===== src/rtl/pcmcia_spi_bridge.sv =====
// pcmcia_spi_bridge: byte-wide SPI mode-0 master behind the PC Card I/O space.
// Host strobes are synchronized into clk_26; a write commits once it has been
// seen low for three consecutive clocks, and read side effects fire when the
// read strobe is seen to rise.
//
// Bus handshake: there is no valid/ready pair on the host side. A write is
// accepted exactly once per strobe at the commit clock. A DATA write that
// arrives while a transfer is running is dropped and flagged in OVR. A read is
// "complete" on the synchronized rising edge of (IORD|CE1).
module pcmcia_spi_bridge #(
    parameter logic [7:0] DIV_RESET = 8'd12
) (
    input  logic       clk_26,
    input  logic       RESET,
    input  logic [3:0] A,
    input  logic [7:0] D_in,
    input  logic       IOWR,
    input  logic       IORD,
    input  logic       CE1,
    output logic [7:0] D_out,
    output logic       DDIR_IO,
    output logic       SS,
    output logic       SCLK,
    output logic       MOSI,
    input  logic       MISO
);

    typedef enum logic [1:0] {IDLE, LOW, HIGH, DONE} spi_state_t;

    spi_state_t state, state_next;

    logic [1:0] iowr_sync, iord_sync, ce1_sync;
    logic       wr_n, rd_n, rd_n_q;
    logic [1:0] wr_cnt;
    logic [1:0] rd_addr;
    logic       commit, launch, rd_done;
    logic       busy, rxv, ovr, ssen;
    logic [7:0] div_reg, hc, tx_sr, rx_sr, rx;
    logic [2:0] bc;
    logic       hc_last;
    logic       unused_a;

    assign unused_a = ^A[3:2];

    assign wr_n    = iowr_sync[1] | ce1_sync[1];
    assign rd_n    = iord_sync[1] | ce1_sync[1];
    assign commit  = !wr_n && (wr_cnt == 2'd2);
    assign busy    = (state != IDLE);
    assign launch  = commit && (A[1:0] == 2'd0) && !busy;
    assign rd_done = rd_n && !rd_n_q && (rd_addr == 2'd0);
    assign hc_last = (hc >= div_reg);

    assign DDIR_IO = !rd_n;
    assign SS      = !ssen;
    assign MOSI    = tx_sr[7];

    // Two-flop synchronizers plus the write qualification counter and read-edge tracking.
    always_ff @(posedge clk_26 or posedge RESET) begin
        if (RESET) begin
            iowr_sync <= 2'b11;
            iord_sync <= 2'b11;
            ce1_sync  <= 2'b11;
            rd_n_q    <= 1'b1;
            wr_cnt    <= 2'd0;
            rd_addr   <= 2'd0;
        end else begin
            iowr_sync <= {iowr_sync[0], IOWR};
            iord_sync <= {iord_sync[0], IORD};
            ce1_sync  <= {ce1_sync[0], CE1};
            rd_n_q    <= rd_n;
            if (wr_n)
                wr_cnt <= 2'd0;
            else if (wr_cnt != 2'd3)
                wr_cnt <= wr_cnt + 2'd1;
            // Remember which register is being read so the side effect uses it after A moves on.
            if (!rd_n)
                rd_addr <= A[1:0];
        end
    end

    // SPI state register.
    always_ff @(posedge clk_26 or posedge RESET) begin
        if (RESET)
            state <= IDLE;
        else
            state <= state_next;
    end

    // SPI next-state logic: each SCLK phase lasts DIV+1 clocks.
    always_comb begin
        state_next = state;
        case (state)
            IDLE: if (launch) state_next = LOW;
            LOW:  if (hc_last) state_next = HIGH;
            HIGH: if (hc_last) state_next = (bc == 3'd7) ? DONE : LOW;
            DONE: state_next = IDLE;
            default: state_next = IDLE;
        endcase
    end

    // SPI datapath: phase counter, shift registers, SCLK.
    always_ff @(posedge clk_26 or posedge RESET) begin
        if (RESET) begin
            hc    <= 8'd0;
            bc    <= 3'd0;
            SCLK  <= 1'b0;
            tx_sr <= 8'd0;
            rx_sr <= 8'd0;
            rx    <= 8'd0;
        end else begin
            if ((state == LOW || state == HIGH) && !hc_last)
                hc <= hc + 8'd1;
            else
                hc <= 8'd0;
            if (launch) begin
                tx_sr <= D_in;
                bc    <= 3'd0;
            end
            if (state == LOW && hc_last) begin
                SCLK  <= 1'b1;
                rx_sr <= {rx_sr[6:0], MISO};
            end
            if (state == HIGH && hc_last) begin
                SCLK <= 1'b0;
                if (bc != 3'd7) begin
                    tx_sr <= {tx_sr[6:0], 1'b0};
                    bc    <= bc + 3'd1;
                end
            end
            if (state == DONE)
                rx <= rx_sr;
        end
    end

    // Host-visible control and status registers.
    always_ff @(posedge clk_26 or posedge RESET) begin
        if (RESET) begin
            rxv     <= 1'b0;
            ovr     <= 1'b0;
            ssen    <= 1'b0;
            div_reg <= DIV_RESET;
        end else begin
            // Completion sets RXV even if a DATA read finishes in the same clock.
            if (state == DONE)
                rxv <= 1'b1;
            else if (launch || rd_done)
                rxv <= 1'b0;
            if (commit) begin
                case (A[1:0])
                    2'd0: if (busy) ovr <= 1'b1;
                    2'd2: begin
                        ssen <= D_in[0];
                        if (D_in[7]) ovr <= 1'b0;
                    end
                    2'd3: div_reg <= D_in;
                    default: ;
                endcase
            end
        end
    end

    // Read mux, only driven while the host is reading this block.
    always_comb begin
        D_out = 8'd0;
        if (DDIR_IO) begin
            case (A[1:0])
                2'd0: D_out = rx;
                2'd1: D_out = {5'd0, ovr, rxv, busy};
                2'd2: D_out = {7'd0, ssen};
                2'd3: D_out = div_reg;
                default: D_out = 8'd0;
            endcase
        end
    end

endmodule


===== config.mk =====
export PLATFORM = sky130hd
export DESIGN_NAME = pcmcia_spi_bridge
export DESIGN_NICKNAME = d
export VERILOG_FILES = /design/src/rtl/pcmcia_spi_bridge.sv
export SDC_FILE = /design/constraint.sdc
export NUM_CORES = 1
export LEC_CHECK = 0
export ABC_CLOCK_PERIOD_IN_PS = 2000
export CAP_MARGIN = 5
export CORE_ASPECT_RATIO = 0.9
export CORE_MARGIN = 2
export CORE_UTILIZATION = 51
export CTS_CLUSTER_DIAMETER = 30
export DETAILED_ROUTE_END_ITERATION = 7
export GPL_ROUTABILITY_DRIVEN = 0
export GPL_TIMING_DRIVEN = 0
export PLACE_DENSITY = 0.76
export SLEW_MARGIN = 10
export SYNTH_ARGS = -nofsm -noshare
export SYNTH_HDL_FRONTEND = slang
export SYNTH_SLANG_ARGS = --single-unit

===== constraint.sdc =====
create_clock -name clk_26 -period 2 [get_ports clk_26]
set_clock_uncertainty 0.05 [all_clocks]
set_input_delay 0.4 -clock clk_26 [delete_from_list [all_inputs] [get_ports clk_26]]
set_output_delay 0.4 -clock clk_26 [all_outputs]
set_load 0.01 [all_outputs]

==> Word-level counts from Yosys, hierarchy flattened <==
Cells that the tools add are included.
Widths: inputs -> output; s select.
{ "totals": {"reg_bits": 60, "inputBits": 18, "out_inout_bits": 12, "wordCells": 89} }
{ "classes": {"add_sub_neg": 3, "magnitude_cmp": 1, "n_eq_ne": 15, "muxes": 23, "bitwise": 2, "n_reduce_logical": 28} }
{ "ops": {"columns": ["cell", "count"], "rows": [
  ["$mux 8", 5],
  ["$pmux 8 s4", 1],
  ["$mux 2", 6],
  ["$ne 2x2->1 const B", 6],
  ["$eq 2x2->1 const B", 5],
  ["$reduce_bool 2->1", 5],
  ["$mux 3", 3],
  ["$add 8x1->8 const B", 1],
  ["$ge 8x8->1", 1],
  ["$logic_and 1x1->1", 8],
  ["$pmux 2 s4", 1],
  ["$logic_not 1->1", 6],
  ["$logic_not 2->1", 3],
  ["$mux 1", 6],
  ["$eq 2x1->1 const B", 2],
  ["$reduce_and 2->1", 2],
  ["$reduce_and 4->1", 1],
  ["$add 3x1->3 const B", 1],
  ["$eq 3x3->1 const B", 1],
  ["$ne 3x3->1 const B", 1],
  ["$reduce_and 3->1", 1],
  ["$add 2x1->2 const B", 1],
  ["$logic_or 1x1->1", 2],
  ["$or 1x1->1", 2],
  ["$pmux 1 s2", 1]
]} }

==> Longest topological paths before layout <==
Gate-level depths: netlist (run 1).
{ "logic_depth": {"word_depth": 8, "mapped_depth": 8, "depth_no_buf": 7} }

==> Worst setup path after synthesis (run 1) <==
OpenSTA, ideal clock, no wires.
{ "synth_path": {"kind": "register to register", "start": "register div_reg[2]", "end": "register tx_sr[1]", "setup_time_ns": 0.125, "t_arrival_ns": 1.985, "t_required_ns": 1.825, "path_slack_ns": -0.160, "path_stages_with_launch": 7, "path_buffers": 0, "period_less_slack_ns": 2.160, "cell_sequence": "dfstp_2 -> inv_1 -> ha_1 -> o21ai_0 -> a221oi_1 -> o21ai_2 -> mux2_2"} }
{ "synth_via": {"elab_chain_len": 3} }
{ "synth_lines": {"columns": ["element", "line_no", "text"], "rows": [
  ["start: declaration", "38", "logic [7:0] div_reg, hc, tx_sr, rx_sr, rx;"],
  ["start signal: assignment", "155", "2'd3: div_reg <= D_in;"],
  ["$ge 8x8->1", "51", "assign hc_last = (hc >= div_reg);"],
  ["$logic_and 1x1->1", "123", "if (state == HIGH && hc_last) begin"],
  ["$mux 8", "123", null],
  ["end signal: assignment", "116", "tx_sr <= D_in;"],
  ["end signal: assignment", "126", "tx_sr <= {tx_sr[6:0], 1'b0};"],
  ["end: declaration", "38", null]
]} }
No other way between the ends.
A chain may end at the register's enable or synchronous reset.

==> Final worst setup path (run 1) <==
{ "layout_path": {"start": "register state[0]", "end": "output port D_out[0]"} }
{ "layout_via": {"elab_chain_len": 3} }
{ "layout_lines": {"columns": ["element", "line_no", "text"], "rows": [
  ["start: declaration", "30", "spi_state_t state, state_next;"],
  ["start signal: assignment", "86", "state <= state_next;"],
  ["$reduce_bool 2->1", "48", "assign busy = (state != IDLE);"],
  ["$pmux 8 s4", "166", "case (A[1:0])"],
  ["$mux 8", "165", "if (DDIR_IO) begin"],
  ["end: declaration", "20", "output logic [7:0] D_out,"]
]} }
No other way between the ends.

==> flow_metrics.py, run 1 <==
metrics = {
    "run_status": {
        "outcome": "finished with violations",
        "failing_checks": "setup timing",
    },
    "timing": {
        "tns_ns": -0.904,
        "fmax_ghz": 0.450,
        "final.period_utilization": 1.11,
        "worst_slack_ns": -0.221,
        "hold_viol_final": 0,
        "unrepaired_setup_endpoints_after_global_routing": "yes",
        "timing.max_slew.rel_slack": 0.628,
        "worst_slew_pin_slew_ns": 0.558,
        "setup-violations-final": 17,
        "drv_slew": 0,
        "period_needed_ns": 2.22,
    },
    "floorplan": {
        "placeableCoreArea_um2": 5630,
        "die-height_um": 76.3,
        "number_of_cell_rows": 26,
        "number_of_i_o_pins": 30,
        "floorplan.die_area_um2": 6430,
        "starting_utilization_of_the_core_area": 0.526,
        "die-width_um": 84.3,
    },
    "routing": {
        "dr.max_layer_used": "met4",
        "wl_per_instance_um": 19.2,
        "drt_first_iter_violations": 201,
        "antenna_violating_nets_post_route": 0,
        "dr_wl_met2_um": 3710,
        "drc": 0,
        "met1_length_um": 3310,
        "met3RoutedLength_um": 305,
        "drtPass1Iterations": 4,
        "vias_per_cell": 5.58,
        "postRouteWirelength_um": 7450,
        "via_count": 2159,
    },
    "synth": {
        "synth.top_cells.by_count": "sky130_fd_sc_hd__dfrtp_1, sky130_fd_sc_hd__mux2_2, sky130_fd_sc_hd__nor2_1",
        "synth_top_cell_area_share": 0.431,
        "largest_area_contributor_in_the_netlist": "sky130_fd_sc_hd__dfrtp_1",
        "synthTopCellsByArea": "sky130_fd_sc_hd__dfrtp_1, sky130_fd_sc_hd__mux2_2, sky130_fd_sc_hd__dfstp_2",
        "synth_top_flop_cell": "sky130_fd_sc_hd__dfrtp_1",
        "yosysUniqueCellTypes": 39,
        "edff_count_synth": 0,
        "post_synth_instance_area_um2": 2960,
        "yosys_warnings": 0,
        "postSynthCellCount": 247,
        "synth_seq_cells": 60,
        "yosys.cell_count.top_type": "sky130_fd_sc_hd__dfrtp_1",
        "postSynth.asyncResetShare": 1.00,
        "syn-mean-instance-area_um2": 12.0,
        "mappedNetlistNets": 283,
        "ys_seq_area_frac": 0.511,
    },
    "worst_setup_path": {
        "reg2reg_from": "div_reg[2]$_DFFE_PP1P_",
        "r2r_slack_ns": -0.12,
        "endpoint_kind": "output pin",
        "highest_net_fanout_along_the_worst_path": 2,
        "required_ns": 1.55,
        "criticalPathCategory": "flip-flop to output pin",
        "worst_r2r_endpoint": "rx_sr[7]$_DFFE_PP0P_",
        "critPathArrivalTime_ns": 1.77,
        "worst_setup_path_start_kind": "flip-flop",
        "timing.reg2reg.worst_path_depth": 8,
    },
    "global_routing": {
        "global_route_wire_length_before_repair_um": 11700,
        "grt_use_total": 0.237,
        "grt_antenna_before_repair": 0,
        "globalRoute.totalOverflow": 0,
        "maximum_number_of_pins_on_one_net_before_global_route_repair": 37,
        "first_global_vias": 2250,
    },
    "pwr": {
        "total_leakage_power_uw": 0.00193,
        "powerDensity_nw_per_um2": 1240,
        "peakVddDrop_mv": 0.922,
        "fin_total_pwr_uw": 5040,
    },
    "cts": {
        "cts_tree": "built",
        "cts_max_path_buffers": 2,
        "insertion_delay_ns": 0.36,
        "clk_pin_slew_ns": 0.07,
        "cts.sinks": 60,
        "cts-buffers-inserted": 9,
        "ctsRootBufferMaster": "sky130_fd_sc_hd__clkbuf_8",
        "cts.htree.levels": 3,
    },
    "cells_and_area": {
        "area_growth_syn_to_layout_pct": 36.9,
        "diodes": 0,
        "post-route-util": 0.720,
        "final_net_count": 348,
        "final_layout_size_suffix_gt1_frac": 0.454,
        "fin_area_um2": 4050,
    },
    "min_path": {
        "holdCritStartpoint": "A[0]",
        "min_delay_worst_endpoint": "rd_addr[0]$_DFFE_PP0P_",
        "worst_hold_path.num_cells": 3,
        "min_path_type": "input pin to flip-flop",
    },
    "placement": {
        "post_place_setup_slack_ns": -0.473,
        "numPortBuffers": 25,
        "dpl_cell_area_um2": 3340,
        "hpwl_um": 4110,
    },
    "flow_run": {
        "drv_cap": 0,
    },
}
==> what timing repair did <==
action / in CTS / in global routing
hold endpoints to repair: 0 / 0
pin swaps: 12 / 9
hold buffers: 0 / 0
endpoints found under the setup margin: 28 / 36
gates cloned: 1 / 0
resized for setup: 58 / 30
buffers inserted: 23 / 5
==> stage by stage <==
step | std cells | hold WS [ns]
6_report | 387 | 0.263
5_1_grt | 387 | 0.293
4_1_cts | 382 | 0.246
3_5_place_dp | 343 | 0.297
3_3_place_gp | 342 | 0.296
2_1_floorplan | 247 | 0.295
==> worst max-delay path by stage <==
stage                            from            endpoint  slack (ns)
6_report         state[0]$_DFFE_PP0P_            D_out[0]       -0.22
5_1_grt          state[1]$_DFFE_PP0P_            D_out[0]       -0.27
4_1_cts          state[1]$_DFFE_PP0P_            D_out[0]       -0.20
3_5_place_dp                     A[1]            D_out[7]       -0.47
3_3_place_gp                    RESET     bc[1]$_DFF_PP0_       -0.97
2_1_floorplan  div_reg[2]$_DFFE_PP1P_  tx_sr[1]$_DFF_PP0_       0.007
==> cell families (layout without fill, tap and decap cells) <==
family                   Yosys count  count (layout)  share of synthesized area
adder cells (fa/ha/maj)           18              18                     0.0761
AND/OR/NAND/NOR                   63              63                      0.104
AO/OA/AOI/OAI                     27              28                     0.0630
XOR/XNOR                           7               7                     0.0207
multiplexers                      45              45                      0.185
buffers and inverters             27              96                     0.0393
flip-flops                        60              60                      0.511
==> where the power goes <==
part | leakage [uW] | switching [uW] | internal (uW)
logic | 0.00108 | 887 | 1100
registers | 0.000737 | 233 | 1550
clock network | 0.000113 | 533 | 746
total | 0.00193 | 1650 | 3390
==> placed cells by master (no fill, tap or decap), drive strengths merged, types with 6 or more instances in the layout <==
| cell type | count |
|---|---|
| clkdlybuf4s50 | 16 |
| inv | 23 |
| mux2 | 38 |
| dfstp | 9 |
| dfrtp | 51 |
| o21ai | 7 |
| ha | 18 |
| a22oi | 6 |
| clkbuf | 16 |
| nor2 | 23 |
| buf | 34 |
| nand2 | 13 |
| mux2i | 6 |
| xor2 | 6 |
| nand3 | 10 |
| a21oi | 8 |
==> cell type report <==
cell class,instances,area [um^2]
well taps,70,87.6
repair buffers,54,488
inverters,21,81.3
multi-input cells,161,1600
flip-flops and latches,60,1510
fillers,368,1580
clock inverters,6,93.8
plain buffers,5,48.8
clock buffers,10,138
==> per-layer routing <==
| metal | vias to the layer above | track usage |
|---|---|---|
| met1 | 1101 | 0.319 |
| met3 | 14 | 0.0737 |
| met5 | - | 0 |
| li1 | 995 | - |
| met4 | 0 | 0.0887 |
| met2 | 49 | 0.362 |
==> critical path, cell delays in order (launching register included) <==
cell and delay, ns:
sky130_fd_sc_hd__dfrtp_1 0.40, sky130_fd_sc_hd__inv_2 0.10, sky130_fd_sc_hd__ha_4 0.15, sky130_fd_sc_hd__inv_4 0.04
sky130_fd_sc_hd__mux4_2 0.43, sky130_fd_sc_hd__and2_1 0.16, sky130_fd_sc_hd__buf_2 0.14
No activity file was read; power rests on OpenSTA's default activity.
==> run 2: changes to the inputs <==
--- a/config.mk
+++ b/config.mk
@@ -7,7 +7,6 @@
 export LEC_CHECK = 0
 export ABC_CLOCK_PERIOD_IN_PS = 2000
 export CAP_MARGIN = 5
-export CORE_ASPECT_RATIO = 0.9
 export CORE_MARGIN = 2
 export CORE_UTILIZATION = 51
 export CTS_CLUSTER_DIAMETER = 30
==> constraint.sdc (replaced) <==
create_clock -name clk_26 -period 2 [get_ports clk_26]
set_clock_uncertainty 0.05 [all_clocks]
set_input_delay 0.4 -clock clk_26 [delete_from_list [all_inputs] [get_ports clk_26]]
set_output_delay 0.4 -clock clk_26 [all_outputs]
set_load 0.05 [all_outputs]
==> run 2 against run 1 <==
The flow still finishes with violations (setup timing). Setup slack improved by 0.012 ns. Maximum frequency increased by 0.54%. Utilization increased by 0.71 points. Sequential cell count unchanged. Register-to-register slack improved by 0.04 ns. Global-route usage decreased by 0.72 points. Critical path type unchanged. Largest cell class unchanged. Largest power group unchanged. Highest routed layer unchanged.
==> flow_metrics.py, run 2 (synthesized netlist as in run 1, its figures left out) <==
metrics = {
    "run_status": {
        "outcome": "finished with violations",
        "failing_checks": "setup timing",
    },
    "timing": {
        "period_needed_ns": 2.21,
        "fmax_ghz": 0.453,
        "unrepaired_setup_endpoints_after_global_routing": "yes",
        "hold_viol_final": 0,
        "final.period_utilization": 1.10,
        "setup-violations-final": 17,
        "worst_slew_pin_slew_ns": 0.502,
        "drv_slew": 0,
        "timing.max_slew.rel_slack": 0.665,
        "worst_slack_ns": -0.209,
    },
    "floorplan": {
        "placeableCoreArea_um2": 5540,
        "starting_utilization_of_the_core_area": 0.534,
        "floorplan.die_area_um2": 6430,
        "number_of_cell_rows": 27,
        "number_of_i_o_pins": 30,
        "die-height_um": 80.2,
        "die-width_um": 80.2,
    },
    "cts": {
        "ctsRootBufferMaster": "sky130_fd_sc_hd__clkbuf_8",
        "cts_max_path_buffers": 2,
        "insertion_delay_ns": 0.34,
        "cts-buffers-inserted": 9,
        "cts-hold-fix-buffers": 0,
        "cts_tree": "built",
        "cts.sinks": 60,
        "cts.htree.levels": 3,
        "clk_pin_slew_ns": 0.07,
    },
    "global_routing": {
        "grt_antenna_before_repair": 0,
        "first_global_vias": 2219,
        "grt_use_total": 0.230,
        "globalRoute.totalOverflow": 0,
        "maximum_number_of_pins_on_one_net_before_global_route_repair": 38,
        "global_route_wire_length_before_repair_um": 10900,
    },
    "worst_setup_path": {
        "worstPathCellList": "inv_2 -> ha_4 -> inv_4 -> mux4_2 -> and2_4 -> buf_8",
        "endpoint_kind": "output pin",
        "crit_path_top_delay_cell": "sky130_fd_sc_hd__mux4_2",
        "required_ns": 1.55,
        "cp.buffers_inverters": 3,
        "worst_setup_path_start_kind": "flip-flop",
        "critPathArrivalTime_ns": 1.76,
        "highest_net_fanout_along_the_worst_path": 3,
        "criticalPathCategory": "flip-flop to output pin",
        "crit_family": "multiplexers",
        "cpPeakStageDelay_ns": 0.44,
    },
    "cells_and_area": {
        "area_growth_syn_to_layout_pct": 36.1,
        "final_net_count": 347,
        "layoutNonFillerInstCount": 388,
        "mostFrequentLayoutCell": "sky130_fd_sc_hd__dfrtp_1",
        "diodes": 0,
        "post-route-util": 0.727,
        "most-common-layout-cells": "sky130_fd_sc_hd__dfrtp_1, sky130_fd_sc_hd__buf_4, sky130_fd_sc_hd__mux2_4, sky130_fd_sc_hd__mux2_2, sky130_fd_sc_hd__nor2_1",
        "final_layout_size_suffix_gt1_frac": 0.456,
    },
    "placement": {
        "numPortBuffers": 25,
        "hpwl_um": 4200,
        "dp_cells": 345,
    },
    "flow_run": {
        "drv_cap": 0,
    },
    "pwr": {
        "peakVddDrop_mv": 0.863,
        "total_leakage_power_uw": 0.00191,
        "powerDensity_nw_per_um2": 1180,
    },
    "routing": {
        "wl_per_instance_um": 17.9,
        "postRouteWirelength_um": 6960,
        "vias_per_cell": 5.47,
        "drt_first_iter_violations": 91,
        "drc": 0,
        "antenna_violating_nets_post_route": 0,
        "drtPass1Iterations": 4,
        "via_count": 2124,
    },
    "min_path": {
        "min_path_type": "input pin to flip-flop",
    },
}
## run 2: worst min-delay path, delay by kind of cell
kind                   cells  cell delay (ns)
buffers and inverters      1             0.12
and+or+nand+nor            2             0.09
## run 2: layout make-up
class | count | area (um^2)
plain buffers | 5 | 60.1
clock buffers | 11 | 131
clock inverters | 5 | 30.0
fillers | 360 | 1510
inverters | 21 | 81.3
multi-input cells | 161 | 1610
flip-flops and latches | 60 | 1510
well taps | 72 | 90.1
repair buffers | 53 | 509
## run 2: worst paths after layout
path	start	to	slack [ns]	cells after the start
max	state[0]$_DFFE_PP0P_	D_out[0]	-0.21	6
max in group asynchronous	RESET	iowr_sync[0]$_DFF_PP1_	0.92	3
max reg2reg	div_reg[7]$_DFFE_PP0P_	rx_sr[1]$_DFFE_PP0P_	-0.08	8
min in group asynchronous	RESET	rx_sr[2]$_DFFE_PP0P_	0.35	2
min reg2reg	ce1_sync[0]$_DFF_PP1_	ce1_sync[1]$_DFF_PP1_	0.31	0
min	A[0]	rd_addr[0]$_DFFE_PP0P_	0.25	3
## run 2: power by group
| part | switching (uW) | total, uW | internal, uW |
|---|---|---|---|
| sequential | 224 | 1770 | 1550 |
| combinational | 949 | 2080 | 1130 |
| clock | 468 | 910 | 442 |
## run 2: layer usage
layer	wire length, um	vias to the layer above	track usage
li1	-	990	-
met1	2990	1078	0.275
met2	3510	42	0.369
met3	310	14	0.0753
met4	147	0	0.120
met5	0	-	0
## run 2: stage by stage
stage / power, uW / hold slack (ns) / TNS, ns / worst slack, ns / instance area (um^2)
finish: 4760 / 0.254 / -1.13 / -0.209 / 4030
global route: 5010 / 0.255 / -2.26 / -0.256 / 4030
CTS: 4400 / 0.240 / -0.450 / -0.188 / 3860
detailed placement: 3160 / 0.299 / -9.63 / -0.752 / 3390
global placement: 3080 / 0.296 / -61.71 / -0.953 / 3370
floorplan: 2800 / 0.295 / -0.0324 / -0.0324 / 3030
## run 2: timing repair
item                       in CTS  in global routing
pin swaps                      13                  6
resized for setup              85                 25
buffers inserted               20                 11
gates cloned                    1                  0
setup endpoints to repair      25                 37
